[src/rtl/risc_pkg.sv]
// Shared types for the RISC control path.
// Opcodes, sequencer phases and address width.
package risc_pkg;

  localparam int ADDR_W = 5;

  typedef enum logic [2:0] {
    OP_HLT = 3'd0,
    OP_SKZ = 3'd1,
    OP_ADD = 3'd2,
    OP_AND = 3'd3,
    OP_XOR = 3'd4,
    OP_LDA = 3'd5,
    OP_STO = 3'd6,
    OP_JMP = 3'd7
  } opcode_t;

  typedef enum logic [3:0] {
    INST_ADDR  = 4'd0,
    INST_FETCH = 4'd1,
    INST_LOAD  = 4'd2,
    IDLE       = 4'd3,
    OP_ADDR    = 4'd4,
    OP_FETCH   = 4'd5,
    ALU_OP     = 4'd6,
    STORE      = 4'd7,
    HALTED     = 4'd8
  } phase_t;

  function automatic logic is_aluop(
    input logic [2:0] op
  );
    return (op == OP_ADD) || (op == OP_AND) ||
           (op == OP_XOR) || (op == OP_LDA);
  endfunction

endpackage

[src/rtl/control_sequencer.sv]
// Eight-phase instruction sequencer for the RISC core.
// Optional single-step gate: CTRL_SINGLE_STEP_EN.
module control_sequencer
  import risc_pkg::*;
(
  input  logic       clk,
  input  logic       rst,
  input  logic [2:0] opcode,
  input  logic       zero,
  output logic       sel,
  output logic       rd,
  output logic       ld_ir,
  output logic       inc_pc,
  output logic       ld_pc,
  output logic       ld_ac,
  output logic       wr,
  output logic       data_e,
  output logic       halt
`ifdef CTRL_SINGLE_STEP_EN
  ,
  input  logic       step
`endif
);

  phase_t phase_q;
  phase_t phase_d;
  logic   go;
  logic   alu;
  logic   is_hlt;
  logic   is_skz;
  logic   is_jmp;
  logic   is_sto;

`ifdef CTRL_SINGLE_STEP_EN
  assign go = step;
`else
  assign go = 1'b1;
`endif

  assign alu    = is_aluop(opcode);
  assign is_hlt = (opcode == OP_HLT);
  assign is_skz = (opcode == OP_SKZ);
  assign is_jmp = (opcode == OP_JMP);
  assign is_sto = (opcode == OP_STO);

  // Phase register; reset aborts any instruction.
  always_ff @(posedge clk or posedge rst) begin
    if (rst) begin
      phase_q <= INST_ADDR;
    end else begin
      phase_q <= phase_d;
    end
  end

  // Next phase; illegal encodings fall back.
  always_comb begin
    phase_d = INST_ADDR;
    unique case (phase_q)
      INST_ADDR:  phase_d = go ? INST_FETCH
                               : INST_ADDR;
      INST_FETCH: phase_d = INST_LOAD;
      INST_LOAD:  phase_d = IDLE;
      IDLE:       phase_d = OP_ADDR;
      OP_ADDR:    phase_d = is_hlt ? HALTED
                                   : OP_FETCH;
      OP_FETCH:   phase_d = ALU_OP;
      ALU_OP:     phase_d = STORE;
      STORE:      phase_d = INST_ADDR;
      HALTED:     phase_d = HALTED;
      default:    phase_d = INST_ADDR;
    endcase
  end

  // Output decode from phase, opcode and zero.
  always_comb begin
    sel    = 1'b0;
    rd     = 1'b0;
    ld_ir  = 1'b0;
    inc_pc = 1'b0;
    ld_pc  = 1'b0;
    ld_ac  = 1'b0;
    wr     = 1'b0;
    data_e = 1'b0;
    halt   = 1'b0;
    unique case (phase_q)
      INST_ADDR: begin
        sel = 1'b1;
      end
      INST_FETCH: begin
        sel = 1'b1;
        rd  = 1'b1;
      end
      INST_LOAD, IDLE: begin
        sel   = 1'b1;
        rd    = 1'b1;
        ld_ir = 1'b1;
      end
      OP_ADDR: begin
        inc_pc = 1'b1;
        halt   = is_hlt;
      end
      OP_FETCH: begin
        rd = alu;
      end
      ALU_OP: begin
        rd     = alu;
        inc_pc = is_skz & zero;
        ld_pc  = is_jmp;
        data_e = is_sto;
      end
      STORE: begin
        rd     = alu;
        ld_ac  = alu;
        ld_pc  = is_jmp;
        wr     = is_sto;
        data_e = is_sto;
      end
      HALTED: begin
        halt = 1'b1;
      end
      default: begin
        sel = 1'b0;
      end
    endcase
  end

endmodule
[config.mk]
export PLATFORM = sky130hd
export DESIGN_NAME = control_sequencer
export DESIGN_NICKNAME = d
export VERILOG_FILES = /design/src/rtl/risc_pkg.sv /design/src/rtl/control_sequencer.sv
export SDC_FILE = /design/constraint.sdc
export NUM_CORES = 1
export LEC_CHECK = 0
export ABC_AREA = 1
export CORE_AREA = 2 2 39 41
export CTS_BUF_LIST = sky130_fd_sc_hd__clkbuf_4 sky130_fd_sc_hd__clkbuf_8
export CTS_CLUSTER_DIAMETER = 120
export DETAILED_ROUTE_END_ITERATION = 8
export DIE_AREA = 0 0 41 43
export PLACE_DENSITY_LB_ADDON = 0.25
export SYNTH_ARGS = -nofsm -noshare
export SYNTH_HDL_FRONTEND = slang
export SYNTH_SLANG_ARGS = --single-unit
[constraint.sdc]
create_clock -name clk -period 1.6 [get_ports clk]
set_input_delay 0.24 -clock clk [delete_from_list [all_inputs] [get_ports clk]]
set_output_delay 0.24 -clock clk [all_outputs]
set_load 0.02 [all_outputs]
Yosys cells after proc, flatten, opt, wreduce, memory -nomap -nowiden
Index checks and enable logic that the tools add are counted.
{ "classes": {"n_addsub": 0, "multipliers": 0, "div_mod_pow": 0, "order_cmp": 0, "n_eq_ne": 15, "shift": 0, "mux": 11, "bitwise_logic": 1, "reduce_logical": 10} }
{ "op_table": {"columns": ["cell", "count"], "rows": [
  ["4-bit case mux with 8 select lines", 1],
  ["4-bit by 3-bit == test with 1-bit output (second input constant)", 4],
  ["3-bit == test (second input constant)", 4],
  ["4-bit by 2-bit == test with 1-bit output (second input constant)", 2],
  ["3-bit by 2-bit == test with 1-bit output (second input constant)", 2],
  ["1-bit 2-to-1 mux", 6],
  ["1-bit case mux with 2 select lines", 3],
  ["3-bit OR reduction", 2],
  ["4-bit by 1-bit == test with 1-bit output (second input constant)", 1],
  ["4-bit == test (second input constant)", 1],
  ["4-bit logical NOT", 1],
  ["4-bit 2-to-1 mux", 1],
  ["2-bit OR reduction", 2],
  ["4-bit OR reduction", 1],
  ["3-bit by 1-bit == test with 1-bit output (second input constant)", 1],
  ["3-bit logical NOT", 1],
  ["1-bit logical OR", 3],
  ["1-bit AND", 1]
]} }
{ "word_totals": {"reg_bits": 4, "latchBits": 0, "mem_bits_rw": 0, "rom_bits": 0, "in_bits": 6, "output_inout_bits": 9, "word_cells": 38, "n_memories": 0} }

Depth between registers and ports, before layout
{ "logic_depth": {"depth_word": 5, "ltp_mapped": 5, "ltp_nobuf": 5} }

Worst setup path after synthesis
Ideal clock, no wire load.
{ "synth_timing": {"kind": "register to output", "from": "register phase_q[3]", "to": "output port ld_ac", "t_arrival_ns": 1.041, "required_ns": 1.360, "slack_ns": 0.319, "path_stages_with_launch": 4, "path_buffers": 0, "path_cell_list": "dfrtp_1 inv_2 nand2_2 nor3_1"} }
{ "synth_via": {"elab_chain_len": 2} }
{ "synth_rtl": {"columns": ["element", "line_no", "text"], "rows": [
  ["from (decl)", "control_sequencer.sv:25", "phase_t phase_q;"],
  ["from (signal assigned)", "control_sequencer.sv:51", "phase_q <= phase_d;"],
  ["4-bit by 3-bit == test with 1-bit output", "control_sequencer.sv:85", "unique case (phase_q)"],
  ["1-bit 2-to-1 mux", "control_sequencer.sv:85", null],
  ["to (decl)", "control_sequencer.sv:15", "output logic ld_ac,"]
]} }
No other way between the ends.

Final worst setup path
{ "layout_timing": {"from": "input port opcode[0]", "to": "output port wr"} }
{ "layout_via": {"elab_chain_len": 2} }
{ "layout_rtl": {"columns": ["element", "line_no", "text"], "rows": [
  ["from (decl)", "control_sequencer.sv:8", "input logic [2:0] opcode,"],
  ["3-bit == test", "control_sequencer.sv:44", "assign is_sto = (opcode == OP_STO);"],
  ["1-bit 2-to-1 mux", "control_sequencer.sv:85", null],
  ["to (decl)", "control_sequencer.sv:16", "output logic wr,"]
]} }
No other way between the ends.

==> results.toml <==
[final_layout]
top_regs = "phase_q (4)"
area_growth_syn_to_layout_pct = 72.1
final_common_cell = "nand2_1"
top_register = "phase_q"
finalNetCount = 88
final_layout_size_suffix_gt1_share_pct = 42.5
fillers = 168
layout_common_cells = "nand2_1, buf_4, inv_1, nor2_1, buf_2"
stdcell_area_sq_um = 564
fin_cells = 96
seq_area_sq_um = 104
fin_util_pct = 40.8
diodes = 0
multi_input_area_sq_um = 198
largest_reg_flops = 4

[sta]
rsz0062_at_grt = "false"
slew_violations = 0
tightestPinTransition_ns = 0.197
period_minus_slack_ns = 1.49
holdWs_ns = 0.189
post-route-period-util_pct = 93.2
fmax_ghz = 0.671
skew_ns = 0.00103
finalHoldViolations = 0
relSlewSlack_pct = 86.7
setup_tns_ns = 0
setup_viol = 0

[global_route]
antenna_found_initial = 0
grt.overflow.total = 0
grt_pass1_wl_mm = 1.28
use_met1_pct = 14.0
grt_max_degree = 7
first_global_vias = 351
grt.total_usage_pct = 10.3
use_met3_pct = 0
met2_usage_pct = 15.6
busiest_layer = "met2"

[route]
ant_nets = 0
drt_iter0_markers = 13
post_drt_wl_per_cell_um = 8.35
routed_wl_um = 802
firstDrtPassIters = 4
via_count = 392
drc = 0
viasPerCell = 4.08

[clocking]
cts_htree_levels = 1
cts-root-buf = "clkbuf_4"
cts.sinks = 4
clk_latency_ns = 0.23
cts_tree = "yes"
clk_pin_slew_ns = 0.03
clk_path_buf_depth = 2
cts_buffers = 3

[worst_setup_path]
slowest_delay_ns = 0.42
crit_buf_inv = 3
reg2reg_to = "phase_q[1]$_DFF_PP0_"
r2r_start = "phase_q[0]$_DFF_PP0_"
crit_type = "primary input to output pin"
cp-start-kind = "primary input"
cp_slowest_cell = "clkdlybuf4s50_1"
cp_top_family = "buffers and inverters"
critPathMaxFanout = 4
rrSetupSlack_ns = 0.56
rr_worst_depth = 4
cp_cell_sequence = "clkdlybuf4s50_1, inv_1, nand3_1, nor3_2, buf_2"
crit_arrival_ns = 1.25
critPathRequiredTime_ns = 1.36
cp-end-kind = "output pin"

[floorplanning]
start_util_pct = 23.7
die_h_um = 43
core_area_sq_um = 1380
std_cell_rows = 14
io_pins = 15
die_w_um = 41
dieArea_sq_um = 1760

[hold_path]
hp-class = "primary input to asynchronous set/reset pin"

[job]
cap_violations = 0

[logic_synthesis]
synth_warnings = 0
yosys.cell_types.count = 13
ys_seq_area_share_pct = 30.5
netlist_area_sq_um = 328
syn-num-nets = 59
synth.avg_cell_area_sq_um = 6.19
synth_seq_cells = 4
syn_inst = 53

[place]
dp_hpwl_um = 672
io_buffers = 14
finalWeightedCongestion = 0.767
placed_cell_area_sq_um = 563
placedCellCount = 93

[pwr]
ir_drop_mv = 0.743
p_leak_uw = 0.000321
p_per_area_nw_per_um2 = 1670

[outcome]
status = "finished clean"
## cell usage after synthesis
cell type   n  area share, %
nand2_1    13             15
nor2_1      9             10
inv_1       8            9.2
dfrtp_1     4             31
nand2_2     4            7.6
nand3_1     4            6.1
o21ai_1     3            4.6
inv_2       2            2.3
nor3_2      2            6.1
a21oi_1     1            1.5
nor2_2      1            1.9
nor2_4      1            3.4
nor3_1      1            1.5
## metal layers
metal	vias to the layer above	share of wire [%]	wire length [um]
met2	10	49	390
li1	218	-	-
met1	164	45	362
met5	-	0	0
met3	0	6.1	49
met4	0	0	0
## what timing repair did
action,4_1_cts,5_1_grt
hold buffers,0,0
gates resized for setup,29,7
pin swaps,0,0
endpoints found under the hold margin,0,0
setup endpoints to repair,9,4
setup buffers,0,0
## report_power, final
group / switching, uW / internal (uW) / leakage [uW]
Sequential: 62.1 / 150 / 0.0000457
Clock: 34.9 / 83.4 / 0.0000138
Combinational: 333 / 280 / 0.000261
Total: 430 / 513 / 0.000321
## worst register-to-register path: stages, from the launching register on
cell	delay (ns)
dfrtp_2	0.43
buf_4	0.14
o21ai_1	0.18
buf_4	0.14
nor2_1	0.03
## final cells by class
type | count | area share, %
Tap cell | 16 | 3.55
Clock buffer | 3 | 3.99
Sequential cell | 4 | 18.4
Timing Repair Buffer | 24 | 32.4
Inverter | 10 | 6.65
Multi-Input combinational cell | 39 | 35.0
## stage by stage
stage / worst slack (ns) / power, uW
3_5_place_dp: -0.360 / 862
3_3_place_gp: -0.353 / 862
6_report: 0.109 / 942
5_1_grt: 0.0457 / 1030
4_1_cts: 0.00138 / 963
2_1_floorplan: 0.319 / 534
## worst max path at each step
stage,from,to,slack (ns),cells past startpoint
after CTS,phase_q[3]$_DFF_PP0_,inc_pc,0.001,6
after global placement,opcode[1],ld_ac,-0.35,6
after detailed placement,opcode[1],rd,-0.36,6
after floorplan,phase_q[3]$_DFF_PP0_,ld_ac,0.32,3
after global routing,opcode[0],wr,0.05,5
final,opcode[0],wr,0.11,5
## cell families after synthesis
| kind of cell | count (synthesis) | synth area share, % |
|---|---|---|
| compound gates | 4 | 6.10 |
| buf+inv | 10 | 11.5 |
| flops | 4 | 30.5 |
| simple gates | 35 | 51.9 |
Power figures use the tool's default switching activity.
==> edit 1 (config.mk and constraints unchanged) <==
Register the inputs `opcode` and `zero` before use, with the module's reset. The logic sees them one clock later.
--- a/src/rtl/control_sequencer.sv
+++ b/src/rtl/control_sequencer.sv
@@ -22,6 +22,19 @@
 `endif
 );
 
+  logic [2:0] opcode_q;
+  logic zero_q;
+
+  always_ff @(posedge clk or posedge rst) begin
+    if (rst) begin
+      opcode_q <= '0;
+      zero_q   <= '0;
+    end else begin
+      opcode_q <= opcode;
+      zero_q   <= zero;
+    end
+  end
+
   phase_t phase_q;
   phase_t phase_d;
   logic   go;
@@ -37,11 +50,11 @@
   assign go = 1'b1;
 `endif
 
-  assign alu    = is_aluop(opcode);
-  assign is_hlt = (opcode == OP_HLT);
-  assign is_skz = (opcode == OP_SKZ);
-  assign is_jmp = (opcode == OP_JMP);
-  assign is_sto = (opcode == OP_STO);
+  assign alu    = is_aluop(opcode_q);
+  assign is_hlt = (opcode_q == OP_HLT);
+  assign is_skz = (opcode_q == OP_SKZ);
+  assign is_jmp = (opcode_q == OP_JMP);
+  assign is_sto = (opcode_q == OP_STO);
 
   // Phase register; reset aborts any instruction.
   always_ff @(posedge clk or posedge rst) begin
@@ -104,7 +117,7 @@
       end
       ALU_OP: begin
         rd     = alu;
-        inc_pc = is_skz & zero;
+        inc_pc = is_skz & zero_q;
         ld_pc  = is_jmp;
         data_e = is_sto;
       end
Check against the original RTL: not equivalent (a bounded check fails within 10 cycles, from zero or initial values and one cycle with rst high).
==> edit 1 against the unedited design <==
- sequential cell count is 4 higher
- synthesized cell count unchanged
- global-route usage is 3.4 points higher
- synthesized area increased by 27%
- maximum frequency rose by 0.13%
- setup slack improved by 2.0 ps
- count of clock-buffer cells in the layout unchanged
- total power grew 10%
- clock skew decreased by 0.73 ps
- wire length up 12%
- cell area grew 13%
- register-to-register slack lost 40 ps
- clock power grew 19%
==> edit 1: results (changes against the unedited design) <==
largest net degree at the start of global routing 9 (was 7); result of the run completed (unchanged); biggest area contributors in the synthesized netlist dfrtp_1 48%, nand2_1 11%, nor2_1 7.2%, inv_1 5.4%, nand3_1 4.8% (was dfrtp_1 31%, nand2_1 15%, nor2_1 10%, inv_1 9.2%, nand2_2 7.6%); vias in the first global route 386 (was 351); GR Util All Layers 13.7% (was 10.3%); maximum fanout encountered on the critical timing path 5 (was 4); number of filler cells placed in the layout 144 (was 168); Crit path largest cell delay 450 ps (was 420 ps); transition at the pin with the smallest max-transition slack 269 ps (was 197 ps); final worst clock skew 0.299 ps (was 1.03 ps); top flop regs phase_q (4), opcode_q (3), zero_q (1) (was phase_q (4)); initial drt markers 3 (was 13); Worst Reg2Reg Path Length in Cells 5 (was 4); sequential-to-total area share from yosys stat 47.9% (was 30.5%); leakage 0.330 nW (was 0.321 nW); post-DR wirelength/cell 9.48 um (was 8.35 um); nets 87 (was 88); net switching power 443 uW (was 430 uW); number of distinct standard cells referenced by the synthesized netlist 14 (was 13); largest delay contributor family on the critical path flip-flops (was buffers and inverters); share of post-route cells with drive strength above 1 41.8% (was 42.5%); cell with the largest stage delay on the worst path dfrtp_2 (was clkdlybuf4s50_1); VDD IR max 624 uV (was 743 uV); wire length of the first global-routing pass 1.57 mm (was 1.28 mm); clock-pin slew of the registers on the worst-case setup and hold paths 50 ps (was 30 ps); Detail Placement HPWL 746 um (was 672 um); most frequent cells after synthesis 12 x nand2_1, 8 x dfrtp_1, 8 x nor2_1 (was 13 x nand2_1, 9 x nor2_1, 8 x inv_1); drt via density 4.31 (was 4.08); GPL Wtd Cong 0.770 (was 0.767)
[edit 1: area by class of cell]
type                    count  area (um^2)  share of cell area, %
well taps                  16         20.0                   3.14
flip-flops and latches      8          203                   31.8
inverters                   8         30.0                   4.71
repair buffers             23          170                   26.7
clock buffers               3         22.5                   3.53
multi-input cells          37          193                   30.2
[edit 1: timing repair]
item | in CTS | in global routing
cloned | 0 | 0
endpoints found under the setup margin | 9 | 7
resized for setup | 20 | 12
[edit 1: worst paths after layout]
path | from | to | slack [ps]
max | phase_q[3] | ld_ir | 110
min | rst | phase_q[0] | 230
max reg2reg | opcode_q[1] | phase_q[2] | 520
min reg2reg | phase_q[0] | phase_q[0] | 540
max in group asynchronous | rst | phase_q[3] | 1140
min in group clk | zero | zero_q | 440
[edit 1: per-stage QoR]
stage	util, %	area (um^2)	instances	power (mW)	worst slack [ps]
after global placement	46.7	646	92	0.938	-34.7
after floorplan	-	418	53	0.628	301
final	46.1	638	95	1.04	111
after CTS	48.4	669	95	1.05	1.67
after global routing	46.1	638	95	1.13	49.8
after detailed placement	46.7	646	92	0.942	-57.4
[edit 1: cell families (layout without fill, tap and decap cells)]
family,count (synthesis),count (layout),synth area share (%)
compound gates,5,5,7.78
flops,8,8,47.9
simple gates,32,32,37.1
buf+inv,8,34,7.19
[edit 1: layer usage]
layer,routed length (um),vias to the layer above,global-route usage (%)
li1,-,222,-
met1,365,177,17.6
met2,480,8,19.1
met3,40,2,1.57
met4,14,0,12.0
met5,0,-,0
[edit 1: power by group through the flow]
stage / Clock, mW / Sequential, mW / Combinational (mW)
floorplan: 0 / 0.301 / 0.328
global placement: 0 / 0.306 / 0.633
detailed placement: 0 / 0.307 / 0.635
CTS: 0.149 / 0.304 / 0.596
global route: 0.158 / 0.322 / 0.647
finish: 0.141 / 0.316 / 0.581
==> edit 2 (same flow settings) <==
Made on the original files. The option `CTRL_SINGLE_STEP_EN` is turned on by a define.
--- a/src/rtl/control_sequencer.sv
+++ b/src/rtl/control_sequencer.sv
@@ -1,5 +1,7 @@
 // Eight-phase instruction sequencer for the RISC core.
 // Optional single-step gate: CTRL_SINGLE_STEP_EN.
+`define CTRL_SINGLE_STEP_EN
+
 module control_sequencer
   import risc_pkg::*;
 (
Interface: changed (added step); port bits go from 15 to 16. The function was not compared with the original's and may differ.
==> edit 2 against the unedited design <==
- synthesized area is 6.1% lower
- clock power is 6% higher
- wire length is 19% higher
- worst hold slack hardly changed
- global-route usage is 2.9 points higher
- count of clock-buffer cells in the layout stayed put
- sequential share of layout area is 0.30 points lower
- total power is 3.2% lower
- die area stayed put
- cell area is 2.0% lower
- sequential cell count stayed put
- critical path depth is 2 lower
- setup slack worse by 39 ps
- largest cell class is now buffers
==> edit 2: results (changes against the unedited design) <==
initial drt markers 15 (was 13); Worst Reg2Reg Path Length in Cells 5 (was 4); Reg2Reg Launch Point phase_q[2] (was phase_q[0]); met1 demand-to-capacity share in global routing 13.6% (was 14.0%); clock-pin slew of the registers on the worst-case setup and hold paths approximately 40 ps; GPL Wtd Cong 0.749 (was 0.767); number of filler cells placed in the layout 160 (was 168); insertion delay of the later-clocked pin in the worst-skew pair 240 ps; share of post-route cells with drive strength above 1 36.7% (was 42.5%); wl on met1 379 um (was 362 um); nets 88 (unchanged); post-synthesis cell count 49 (was 53); transition at the pin with the smallest max-transition slack 202 ps (was 197 ps); cell with the largest stage delay on the worst path dfrtp_1 (was clkdlybuf4s50_1); internal power 496 uW (was 513 uW); critical path data arrival time 1290 ps (was 1250 ps); sequential-to-total area share from yosys stat 32.5% (was 30.5%); post-detailed-routing wire length 954 um (was 802 um); Port Buf Inserts 15 (was 14); leakage 0.306 nW (was 0.321 nW); net switching power 416 uW (was 430 uW); number of distinct standard cells referenced by the synthesized netlist 15 (was 13); vias in the first global route 410 (was 351); top routing layer used met4 (was met3); global routing usage on met3 1.57% (was 0%); total power density per cell area 1650 mW/mm^2 (was 1670 mW/mm^2); relative contribution of sequential cells to total power 20.2% (was 22.5%); largest net degree at the start of global routing 5 (was 7); Detail Placement HPWL 780 um (was 672 um); post-layout min period 1530 ps (was 1490 ps); VDD IR max 646 uV (was 743 uV); biggest area contributors in the synthesized netlist dfrtp_1 33%, nand2_1 13%, inv_1 9.8%, nor2_1 9.8%, nand3_1 6.5% (was dfrtp_1 31%, nand2_1 15%, nor2_1 10%, inv_1 9.2%, nand2_2 7.6%); post-DR wirelength/cell 10.0 um (was 8.35 um); result of the run completed (unchanged); endpoint of the worst-slack reg-to-reg timing path phase_q[0] (was phase_q[1]); Place WS -330 ps (was -360 ps); total met2 wirelength after detailed routing 499 um (was 390 um); drt via density 4.43 (was 4.08); most frequent cells after synthesis 11 x nand2_1, 8 x inv_1, 8 x nor2_1 (was 13 x nand2_1, 9 x nor2_1, 8 x inv_1); Worst Hold Class input port to async pin (unchanged); met3 layer wire length in the routed design 44 um (was 49 um); GR Util met2 21.3% (was 15.6%); wire length of the first global-routing pass 1.50 mm (was 1.28 mm); clock network power share 13.7% (was 12.6%); GR Util All Layers 13.2% (was 10.3%); classification of the worst setup path flop to output port (was input port to output port); dpl cell area 568 um^2 (was 563 um^2); final worst clock skew 3.46 ps (was 1.03 ps); number of placed instances, taps included 92 (was 93); Worst setup endpoint ld_ir (was wr); total nets after synthesis 56 (was 59); worst hold slack 189 ps (about the same)
==> edit 2: changes by cell type in the layout (fill, tap and decap cells not counted), sizes merged, moves of 2 or more <==
cell / delta
nand2: -3
clkbuf: +2
clkdlybuf4s50: +3
nor2: -3
dlymetal6s2s: -2
nand4: +2
==> edit 2: cells by family (layout without fill, tap and decap cells) <==
group           after synthesis  count (layout)  synth area share, %
simple gates                 30              30                 44.7
flops                         4               4                 32.5
compound gates                5               5                 10.2
buf+inv                      10              40                 12.6
==> edit 2: what timing repair did <==
action | CTS | global route
endpoints found under the setup margin | 9 | 6
resized for setup | 17 | 9
pin swaps | 0 | 0
==> edit 2: final cells by class <==
cell class,instances,share of cell area [%]
Timing Repair Buffer,27,36.7
Multi-Input combinational cell,35,30.5
Sequential cell,4,18.1
Inverter,10,7.01
Clock buffer,3,4.07
Tap cell,16,3.62
